## src/rtl/pong_pkg.sv

```systemverilog
// Shared types for the AI paddle controller: FSM states and the per-difficulty
// tracking parameters (sample delay, cycles per pixel step, deadband).
package pong_pkg;

    typedef enum logic [1:0] {
        ST_OFF    = 2'd0,
        ST_TRACK  = 2'd1,
        ST_RETURN = 2'd2
    } ai_state_e;

    typedef struct packed {
        logic [3:0] delay;
        logic [2:0] ticks_per_px;
        logic [4:0] deadband;
    } diff_cfg_t;

    // Index is the difficulty level: 0 = easy (laggy, slow, sloppy) .. 3 = perfect.
    localparam diff_cfg_t DIFF_TABLE [0:3] = '{
        '{delay: 4'd6, ticks_per_px: 3'd4, deadband: 5'd16},
        '{delay: 4'd4, ticks_per_px: 3'd3, deadband: 5'd8},
        '{delay: 4'd2, ticks_per_px: 3'd2, deadband: 5'd4},
        '{delay: 4'd0, ticks_per_px: 3'd1, deadband: 5'd0}
    };

endpackage

```

## src/rtl/ai_delay_line.sv

```systemverilog
// Ball-sample history: shifts din in on shift_en and exposes the sample taken
// `sel` ticks ago (sel = 0 is the live input).
module ai_delay_line #(
    parameter int DELAY_MAX = 8,
    parameter int Y_W       = 10,
    parameter int RESET_VAL = 240,
    localparam int SEL_W    = (DELAY_MAX > 1) ? $clog2(DELAY_MAX) : 1
) (
    input  logic             clk,
    input  logic             reset,
    input  logic             shift_en,
    input  logic [Y_W-1:0]   din,
    input  logic [SEL_W-1:0] sel,
    output logic [Y_W-1:0]   dout
);

    logic [Y_W-1:0] line_q [1:DELAY_MAX-1];
    logic [Y_W-1:0] line_d [1:DELAY_MAX-1];

    always_comb begin
        line_d = line_q;
        if (shift_en) begin
            line_d[1] = din;
            for (int k = 2; k < DELAY_MAX; k++) begin
                line_d[k] = line_q[k-1];
            end
        end
    end

    // Taps read the pre-shift contents, so tap k on a tick is the sample from k ticks ago.
    always_comb begin
        dout = din;
        for (int k = 1; k < DELAY_MAX; k++) begin
            if (int'(sel) == k) begin
                dout = line_q[k];
            end
        end
    end

    // NOTE: every entry is reset so the paddle starts from a known mid-screen history;
    // the line is tiny, so flops rather than RAM are the right storage here.
    always_ff @(posedge clk or negedge reset) begin
        if (!reset) begin
            for (int k = 1; k < DELAY_MAX; k++) begin
                line_q[k] <= Y_W'(RESET_VAL);
            end
        end else begin
            // NOTE: non-blocking so every stage shifts from the old contents in parallel.
            line_q <= line_d;
        end
    end

endmodule

```

## src/rtl/ai_paddle_ctrl.sv

```systemverilog
// Computer-controlled paddle: follows a delayed ball sample while the ball approaches,
// drifts back to centre otherwise, at a speed/precision set by the difficulty level.
module ai_paddle_ctrl
    import pong_pkg::*;
#(
    parameter int SCREEN_H  = 480,
    parameter int PADDLE_H  = 64,
    parameter int Y_W       = 10,
    parameter int DELAY_MAX = 8
) (
    input  logic           clk,
    input  logic           reset,
    input  logic           game_on,
    input  logic [1:0]     diff,
    input  logic           sample_tick,
    input  logic [Y_W-1:0] ball_y,
    input  logic           ball_toward,
    output logic [Y_W-1:0] position,
    output logic           moving_up,
    output logic           moving_down
);

    localparam int SEL_W = (DELAY_MAX > 1) ? $clog2(DELAY_MAX) : 1;
    localparam int HOME  = (SCREEN_H - PADDLE_H) / 2;
    localparam int PMAX  = SCREEN_H - PADDLE_H;

    localparam logic [Y_W-1:0] HOME_Y     = Y_W'(HOME);
    localparam logic [Y_W-1:0] PMAX_Y     = Y_W'(PMAX);
    localparam logic [Y_W-1:0] HALF_Y     = Y_W'(PADDLE_H / 2);
    localparam logic [Y_W-1:0] HOME_MID_Y = Y_W'(HOME + PADDLE_H / 2);
    localparam logic [Y_W-1:0] MID_Y      = Y_W'(SCREEN_H / 2);
    localparam logic [Y_W-1:0] ONE_Y      = Y_W'(1);

    ai_state_e      state_q, state_d;
    logic [Y_W-1:0] pos_q, pos_d;
    logic [Y_W-1:0] target_q, target_d;
    logic [1:0]     diff_q, diff_d;
    logic [2:0]     tick_q, tick_d;
    logic           dir_q, dir_d;
    logic           up_q, up_d;
    logic           dn_q, dn_d;

    logic [3:0]       delay_lvl;
    logic [SEL_W-1:0] tap_sel;
    logic [Y_W-1:0]   tap_y;
    logic [2:0]       rate;
    logic [4:0]       db_eff;
    logic [Y_W-1:0]   goal;
    logic [Y_W:0]     err;
    logic [Y_W:0]     err_mag;
    logic             go_down;
    logic             want;
    logic             blocked;
    logic             run;
    logic             step;
    logic [2:0]       tick_eff;

    // The tap depth follows the level being latched on this tick, not the old one.
    always_comb begin
        delay_lvl = DIFF_TABLE[diff].delay;
        if (int'(delay_lvl) > DELAY_MAX - 1) begin
            tap_sel = SEL_W'(DELAY_MAX - 1);
        end else begin
            tap_sel = SEL_W'(delay_lvl);
        end
    end

    ai_delay_line #(
        .DELAY_MAX (DELAY_MAX),
        .Y_W       (Y_W),
        .RESET_VAL (SCREEN_H / 2)
    ) u_delay_line (
        .clk      (clk),
        .reset    (reset),
        .shift_en (sample_tick),
        .din      (ball_y),
        .sel      (tap_sel),
        .dout     (tap_y)
    );

    // NOTE: every output of this block gets a default up front so no path infers a latch.
    always_comb begin
        state_d  = state_q;
        pos_d    = pos_q;
        target_d = target_q;
        diff_d   = diff_q;
        tick_d   = '0;
        dir_d    = dir_q;
        up_d     = 1'b0;
        dn_d     = 1'b0;

        if (sample_tick) begin
            target_d = tap_y;
            diff_d   = diff;
        end

        if (!game_on) begin
            state_d = ST_OFF;
        end else if (ball_toward) begin
            state_d = ST_TRACK;
        end else begin
            state_d = ST_RETURN;
        end

        rate    = DIFF_TABLE[diff_q].ticks_per_px;
        db_eff  = (state_q == ST_RETURN) ? 5'd0 : DIFF_TABLE[diff_q].deadband;
        goal    = (state_q == ST_TRACK) ? target_q : HOME_MID_Y;
        err     = {1'b0, goal} - {1'b0, pos_q + HALF_Y};
        err_mag = err[Y_W] ? -err : err;
        go_down = !err[Y_W];

        // game_on gates motion directly so a pause freezes the paddle on the very next edge.
        want    = game_on && (state_q != ST_OFF) && (err_mag > (Y_W+1)'(db_eff));
        blocked = go_down ? (pos_q == PMAX_Y) : (pos_q == '0);
        run     = want && !blocked;

        tick_eff = (dir_q != go_down) ? 3'd0 : tick_q;
        step     = run && (tick_eff >= rate - 3'd1);

        if (run) begin
            dir_d  = go_down;
            tick_d = step ? 3'd0 : tick_eff + 3'd1;
        end

        if (step) begin
            pos_d = go_down ? pos_q + ONE_Y : pos_q - ONE_Y;
            up_d  = !go_down;
            dn_d  = go_down;
        end
    end

    always_ff @(posedge clk or negedge reset) begin
        if (!reset) begin
            state_q  <= ST_OFF;
            pos_q    <= HOME_Y;
            target_q <= MID_Y;
            diff_q   <= 2'd0;
            tick_q   <= 3'd0;
            dir_q    <= 1'b0;
            up_q     <= 1'b0;
            dn_q     <= 1'b0;
        end else begin
            state_q  <= state_d;
            pos_q    <= pos_d;
            target_q <= target_d;
            diff_q   <= diff_d;
            tick_q   <= tick_d;
            dir_q    <= dir_d;
            up_q     <= up_d;
            dn_q     <= dn_d;
        end
    end

    assign position    = pos_q;
    assign moving_up   = up_q;
    assign moving_down = dn_q;

endmodule

```

## config.mk

```make
export PLATFORM = sky130hd
export DESIGN_NAME = ai_paddle_ctrl
export DESIGN_NICKNAME = d
export VERILOG_FILES = /design/src/rtl/pong_pkg.sv /design/src/rtl/ai_delay_line.sv /design/src/rtl/ai_paddle_ctrl.sv
export SDC_FILE = /design/constraint.sdc
export NUM_CORES = 1
export LEC_CHECK = 0
export BUFFER_PORTS_ARGS = -buffer_cell sky130_fd_sc_hd__buf_2
export CAP_MARGIN = 20
export CORE_MARGIN = 5
export CORE_UTILIZATION = 55
export CTS_BUF_LIST = sky130_fd_sc_hd__clkbuf_8
export DETAILED_ROUTE_END_ITERATION = 10
export GPL_TIMING_DRIVEN = 0
export PLACE_DENSITY = 0.7
export SYNTH_ARGS = -nofsm -noshare
export SYNTH_HDL_FRONTEND = slang
export SYNTH_SLANG_ARGS = --single-unit
```

## constraint.sdc

```tcl
create_clock -name clk -period 14.8 [get_ports clk]
set_clock_uncertainty 0.15 [all_clocks]
set_input_delay 1.48 -clock clk [delete_from_list [all_inputs] [get_ports clk]]
set_output_delay 1.48 -clock clk [all_outputs]
set_load 0.02 [all_outputs]
```

==> results of run 1 <==
[cell type report]
| type | instances | area share [%] |
|---|---|---|
| Multi-Input combinational cell | 290 | 48.1 |
| Sequential cell | 90 | 40.8 |
| Timing Repair Buffer | 28 | 2.94 |
| Tap cell | 111 | 2.47 |
| Clock buffer | 9 | 2.21 |
| Buffer | 15 | 1.58 |
| Clock inverter | 7 | 0.936 |
| Inverter | 14 | 0.936 |
[logic make-up after synthesis]
family          count (synthesis)
fa+ha+maj                      31
compound gates                 59
simple gates                   85
xor+xnor                       25
mux                            90
buf+inv                        29
flops                          90
[power groups by stage]
| stage | clock network [mW] | registers (mW) | logic (mW) |
|---|---|---|---|
| 2_1_floorplan | 0 | 0.382 | 0.622 |
| 3_3_place_gp | 0 | 0.377 | 0.758 |
| 3_5_place_dp | 0 | 0.381 | 0.780 |
| 4_1_cts | 0.160 | 0.376 | 0.785 |
| 5_1_grt | 0.170 | 0.385 | 0.875 |
| 6_report | 0.154 | 0.375 | 0.781 |
[routing by layer]
layer / share of wire [%] / GRT usage [%]
met3: 2.7 / 3.73
met1: 44 / 23.1
met2: 50 / 30.8
met4: 2.9 / 7.21
met5: 0 / 0
[cell usage in the layout, fill, tap and decap left out, drive strengths merged, types with 2 or more instances in the layout]
| cell type | instances |
|---|---|
| mux4 | 10 |
| o21bai | 3 |
| nand2 | 15 |
| and3 | 5 |
| xor2 | 9 |
| mux2i | 3 |
| clkinvlp | 3 |
| nor3 | 5 |
| or2 | 2 |
| a2111oi | 2 |
| o21a | 3 |
| nand3b | 3 |
| a211oi | 3 |
| inv | 17 |
| nand2b | 8 |
| and2 | 11 |
| o21ai | 9 |
| clkbuf | 20 |
| buf | 32 |
| fa | 2 |
| dfrtp | 59 |
| o211ai | 3 |
| nor2b | 5 |
| nand4 | 2 |
| mux2 | 77 |
| nand3 | 5 |
| dfstp | 31 |
| ha | 29 |
| a21o | 6 |
| o22ai | 2 |
| a21oi | 12 |
| nor2 | 17 |
| o2111ai | 2 |
| a221oi | 2 |
| xnor2 | 16 |
[worst max-delay path by stage]
stage               startpoint          end  slack (ns)  depth (start not counted)
global route        state_q[1]  position[9]        8.79                         19
detailed placement  state_q[1]  position[9]        9.33                         19
CTS                 state_q[1]  position[9]        9.30                         19
floorplan           state_q[1]  position[1]       10.14                         20
finish              state_q[1]  position[9]        9.29                         19
global placement    state_q[1]  position[5]        9.40                         19
[flip-flops by register name, summed over array words and instances (netlist names)]
name,count
target_q,10
tick_q,3
diff_q,2
u_delay_line.line_q,60
position,10
moving_up,1
moving_down,1
state_q,2
dir_q,1
==> out/qor.yml, run 1 <==
worst_hold_path:
  holdPathStages: 1
  whs_endpoint: "target_q[3]"
  holdCritStartpoint: "target_q[3]"
  holdCritPathClass: "flop to flop"
clock_tree:
  cts_buffers: 9
  post_cts_resized: 0
  cts.sinks: 90
  cts_tree: "built"
  htreeDepth: 3
  clockRootBuffer: "clkbuf_8"
  hold_buffers: 0
  clk_latency_ns: 0.36
  clock_path_buffers: 2
  clk_pin_slew_ns: 0.10
  post_cts_buffers: 0
sta:
  post-route-period-util_pct: 37.2
  min_period_ns: 5.51
  rsz0062_at_grt: "no"
  hold_violations: 0
  setup_slack_ns: 9.29
  max-slew-margin-rel_pct: 42.2
  worst_pin_slew_ns: 0.867
  fmax_mhz: 181
  setup_viol: 0
  drv_slew: 0
  hold_ws_ns: 0.351
  timing.setup.tns_ns: 0
pwr:
  pwr-share-seq_pct: 28.6
  p_int_mw: 0.755
  clkPwrFrac_pct: 11.8
  p_per_area_mw_per_mm2: 233
  p_sw_mw: 0.556
  p_leak_nw: 2.42
  ir_drop_mv: 0.0869
  swShare_pct: 42.4
  power_mw: 1.31
  p_comb_share_pct: 59.6
synth:
  yosys.area.top_type_share_pct: 28.8
  yosys-top-cells-area: "dfrtp_1 (29%), dfstp_2 (16%), mux2_2 (16%)"
  synth_edf_count: 0
  synth_top_family_by_area: "multiplexers"
  synthMuxAreaShare_pct: 22.3
  synth_cells: 409
  syn_nets: 457
  yosys_warnings: 0
  synth_common_cells: "mux2_2 (71), dfrtp_1 (59), dfstp_2 (31)"
  synth_compound_area_share_pct: 8.97
  yosys_most_used_dff: "dfrtp_1"
  syn_avg_cell_area_um2: 12.6
  synth.most_common_cell: "mux2_2"
  synth_cell_types: 67
  synth.largest_area_cell: "dfrtp_1"
  yosys.area_share.simple_pct: 9.26
  synth-xor-area-share_pct: 4.26
  synth_seq_area_share_pct: 44.6
  ys_ff_latch: 90
  synthAdderAreaFrac_pct: 7.85
  synthesis.area_mm2: 0.00513
  ys_async_sr_fraction_pct: 100
cells_and_area:
  seq_area_mm2: 0.00229
  fillers: 725
  stdcell_count: 564
  fin_area_mm2: 0.00562
  drive_above_1_share_pct: 41.1
  final_util_pct: 61.4
  nets: 496
  diodes: 0
  area_delta_synth_final_pct: 9.36
  multi_input_area_mm2: 0.00270
detailed_routing:
  vias: 3252
  vias_per_cell: 5.77
  post_drt_wl_per_cell_um: 17.0
  first_iter_violations: 72
  ant_nets: 0
  drc_errors: 0
  dr.pass1.iters: 4
  routed_wl_um: 9570
floorplan:
  io_pins: 29
  initial_core_util_pct: 56.1
  dieArea_mm2: 0.0114
  core_mm2: 0.00915
  die_h_um: 107
  die_w_um: 107
  num_rows: 35
setup_path:
  crit_type: "flop to flop"
  path_max_fanout: 16
  slowest_delay_ns: 0.59
  arrival_ns: 5.61
  crit_family: "compound AO/OA/AOI/OAI gates"
  setup.worst_path.start_class: "flop"
  cp.required_ns: 14.90
  crit_chain: "nor2b_1, nand2b_1, ha_1, clkbuf_1, nand2_1, o211ai_1, and2_1, buf_6, clkinv_1, ha_1, a21o_1, a21oi_1, o21bai_1, a2111oi_0, o41ai_1, xnor2_1, nor2_1, nand3_1, xnor2_1"
  cp_slowest_cell: "a2111oi_0"
  timing.rr.start: "state_q[1]"
  cp_num_buf_inv: 3
  r2r_slack_ns: 9.29
  reg2reg_depth: 19
  r2r_end: "position[9]"
  critPathCaptureType: "flop"
placed_design:
  numPortBuffers: 27
  place_congestion: 0.892
  detailedPlace.worstSlack_ns: 9.33
  dpl.hpwl_um: 7100
  placed_cell_area_mm2: 0.00544
  dp_cells: 548
job:
  cap_violations: 0
grt:
  grt.overflow.total: 0
  grt_pass1_wl_um: 16500
  grt_pass1_vias: 3431
  antenna_found_initial: 0
  grt_usage_pct: 18.3
  grt_max_degree: 67
status:
  status: "complete, no violations"
(Power assumes the default switching activity.)
==> run 2: changes to the inputs <==
--- a/config.mk
+++ b/config.mk
@@ -12,7 +12,7 @@
 export CTS_BUF_LIST = sky130_fd_sc_hd__clkbuf_8
 export DETAILED_ROUTE_END_ITERATION = 10
 export GPL_TIMING_DRIVEN = 0
-export PLACE_DENSITY = 0.7
+export PLACE_DENSITY = 0.73
 export SYNTH_ARGS = -nofsm -noshare
 export SYNTH_HDL_FRONTEND = slang
 export SYNTH_SLANG_ARGS = --single-unit
==> constraint.sdc (replaced) <==
create_clock -name clk -period 4.9 [get_ports clk]
set_clock_uncertainty 0.15 [all_clocks]
set_input_delay 0.49 -clock clk [delete_from_list [all_inputs] [get_ports clk]]
set_output_delay 0.49 -clock clk [all_outputs]
set_load 0.02 [all_outputs]
==> run 2 against run 1 <==
Effect of this change:
- cell area rose by 5.8%
- final cell count increased by 3.7%
- count of clock-buffer cells in the layout unchanged
- critical path depth increased by 4
- sequential cell count unchanged
- non-clock buffer count grew 20
- sequential power grew to 3.1 times the previous value
- utilization up 3.6 points
- critical path type unchanged
- critical endpoint is now position[1]
- largest cell class unchanged
==> out/qor.yml, run 2 (synthesis results as in run 1) <==
status:
  status: "complete, no violations"  # unchanged
pwr:
  ir_drop_mv: 0.271  # was 0.0869 mV
  p_per_area_mw_per_mm2: 754  # was 233 mW/mm²
  p_leak_nw: 2.58  # was 2.42 nW
floorplan:
  num_rows: 35  # unchanged
  die_w_um: 107  # unchanged
  io_pins: 29  # unchanged
  core_mm2: 0.00915  # unchanged
  die_h_um: 107  # unchanged
  initial_core_util_pct: 56.1  # unchanged
  dieArea_mm2: 0.0114  # unchanged
clock_tree:
  htreeDepth: 3  # unchanged
  clk_pin_slew_ns: 0.10  # about the same
  cts.sinks: 90  # unchanged
  clk_latency_ns: 0.36  # about the same
  clockRootBuffer: "clkbuf_8"  # unchanged
  clock_path_buffers: 2  # unchanged
  cts_tree: "built"  # unchanged
  cts_buffers: 9  # unchanged
detailed_routing:
  vias_per_cell: 5.76  # was 5.77
  dr.pass1.iters: 4  # unchanged
  first_iter_violations: 136  # was 72
  drc_errors: 0  # unchanged
  vias: 3367  # was 3,252
  post_drt_wl_per_cell_um: 17.4  # was 17.0 µm
  routed_wl_um: 10200  # was 9570 µm
  ant_nets: 0  # unchanged
setup_path:
  crit_path_frequent_cell: "o211ai_1"
  critPathCaptureType: "flop"  # unchanged
  crit_chain: "nor2b_4, nand2_1, ha_2, inv_2, fa_2, a21o_1, a221oi_4, o211ai_1, and2_1, buf_6, buf_4, nor2_2, xor2_1, ha_1, nand4_1, nor2_1, nand3_1, o311ai_2, o211ai_1, a311o_2, nand3b_4, buf_8, mux2_4"  # was nor2b_1, nand2b_1, ha_1, clkbuf_1, nand2_1, o211ai_1, and2_1, buf_6, clkinv_1, ha_1, a21o_1, a21oi_1, o21bai_1, a2111oi_0, o41ai_1, xnor2_1, nor2_1, nand3_1, xnor2_1
  setup.worst_path.start_class: "flop"  # unchanged
  path_max_fanout: 8  # was 16
  arrival_ns: 4.81  # was 5.61 ns
  cp_num_buf_inv: 4  # was 3
  crit_family: "compound AO/OA/AOI/OAI gates"  # unchanged
  slowest_delay_ns: 0.44  # was 0.59 ns
  cp.required_ns: 5.01  # was 14.90 ns
  cp_slowest_cell: "a311o_2"  # was a2111oi_0
  crit_type: "flop to flop"  # unchanged
sta:
  max-slew-margin-rel_pct: 46.6  # was 42.2%
  setup_viol: 0  # unchanged
  drv_slew: 0  # unchanged
  min_period_ns: 4.70  # was 5.51 ns
  timing.setup.tns_ns: 0  # unchanged
  hold_violations: 0  # unchanged
  fmax_mhz: 213  # was 181 MHz
  worst_pin_slew_ns: 0.801  # was 0.867 ns
  post-route-period-util_pct: 95.9  # was 37.2%
grt:
  grt_pass1_vias: 3481  # was 3,431
  grt_usage_pct: 18.8  # was 18.3%
  grt_pass1_wl_um: 16900  # was 16,500 µm
  grt_max_degree: 65  # was 67
  grt.overflow.total: 0  # unchanged
  antenna_found_initial: 0  # unchanged
cells_and_area:
  largest_reg_flops: 60  # unchanged
  final_common_cell: "mux2_2"  # unchanged
  largest-register: "u_delay_line.line_q"  # unchanged
  nets: 517  # was 496
  final_util_pct: 64.9  # was 61.4%
  stdcell_count: 585  # was 564
  drive_above_1_share_pct: 46.0  # was 41.1%
  layout_common_cells: "mux2_2 (71), dfrtp_1 (58), dfstp_2 (31)"  # was mux2_2 (71), dfrtp_1 (59), dfstp_2 (31)
  diodes: 0  # unchanged
  area_delta_synth_final_pct: 15.7  # was 9.36%
placed_design:
  dp_cells: 548  # unchanged
  place_congestion: 0.850  # was 0.892
  dpl.hpwl_um: 7240  # was 7100 µm
  numPortBuffers: 27  # unchanged
worst_hold_path:
  holdCritPathClass: "input pin to flop"  # was flop to flop
job:
  cap_violations: 0  # unchanged
## run 2: cell count changes in the layout (fill, tap and decap cells not counted), sizes merged
cell,delta
dlygate4sd3,+1
clkinv,+2
buf,+18
clkinvlp,-3
bufinv,+2
clkbuf,+1
## run 2: cell type report
type	count	area [µm²]
Buffer	15	92.6
Sequential cell	90	2290
Tap cell	111	139
Fill cell	709	3210
Multi-Input combinational cell	290	2780
Timing Repair Buffer	48	335
Clock inverter	7	104
Inverter	14	65.1
Timing Repair inverter	1	8.76
Clock buffer	9	124
## run 2: routing by layer
metal | GRT usage [%] | wire, µm
met3 | 3.43 | 278
met5 | 0 | 0
met4 | 6.85 | 162
met1 | 23.5 | 4540
met2 | 32.6 | 5190
## run 2: report_power, final
part	switching [mW]	total, mW	leakage (nW)	internal (mW)
Sequential	0.165	1.15	1.03	0.980
Clock	0.285	0.579	0.119	0.295
Combinational	1.41	2.75	1.43	1.34
Total	1.86	4.48	2.58	2.62
## run 2: path summary, 6_finish.rpt
kind                             start                 endpoint  slack, ns  cells past startpoint
min                        ball_toward               state_q[1]       0.12                      2
max in group asynchronous        reset  u_delay_line.line_q[25]       3.50                      3
max reg2reg                 state_q[0]              position[1]       0.20                     23
min reg2reg                target_q[8]              target_q[8]       0.36                      1
min in group asynchronous        reset  u_delay_line.line_q[10]       0.43                      2
max                         state_q[0]              position[1]       0.20                     23
## run 2: metrics by stage
stage | hold slack (ns) | instance area [µm²] | worst slack [ns] | total power [mW]
detailed placement | 0.288 | 5440 | -0.585 | 3.53
floorplan | 0.0444 | 5130 | 0.244 | 3.03
CTS | 0.108 | 5720 | 0.0408 | 4.20
global route | 0.109 | 5940 | -0.0392 | 4.83
finish | 0.123 | 5940 | 0.200 | 4.48
global placement | 0.328 | 5410 | -0.491 | 3.43
## run 2: timing repair
action	CTS	global route
buffers inserted	1	17
cloned	0	2
pin swaps	1	12
setup endpoints to repair	16	15
endpoints found under the hold margin	19	0
hold buffers	1	0
gates resized for setup	7	15
## run 2: worst register-to-register path: cells and delay by family (launching register included)
kind	cells	cell delay, ns
flip-flops	1	0.40
adder cells (fa/ha/maj)	3	0.84
AO/OA/AOI/OAI	6	1.36
buffers and inverters	4	0.47
XOR/XNOR	1	0.07
AND/OR/NAND/NOR	8	1.02
multiplexers	1	0.29
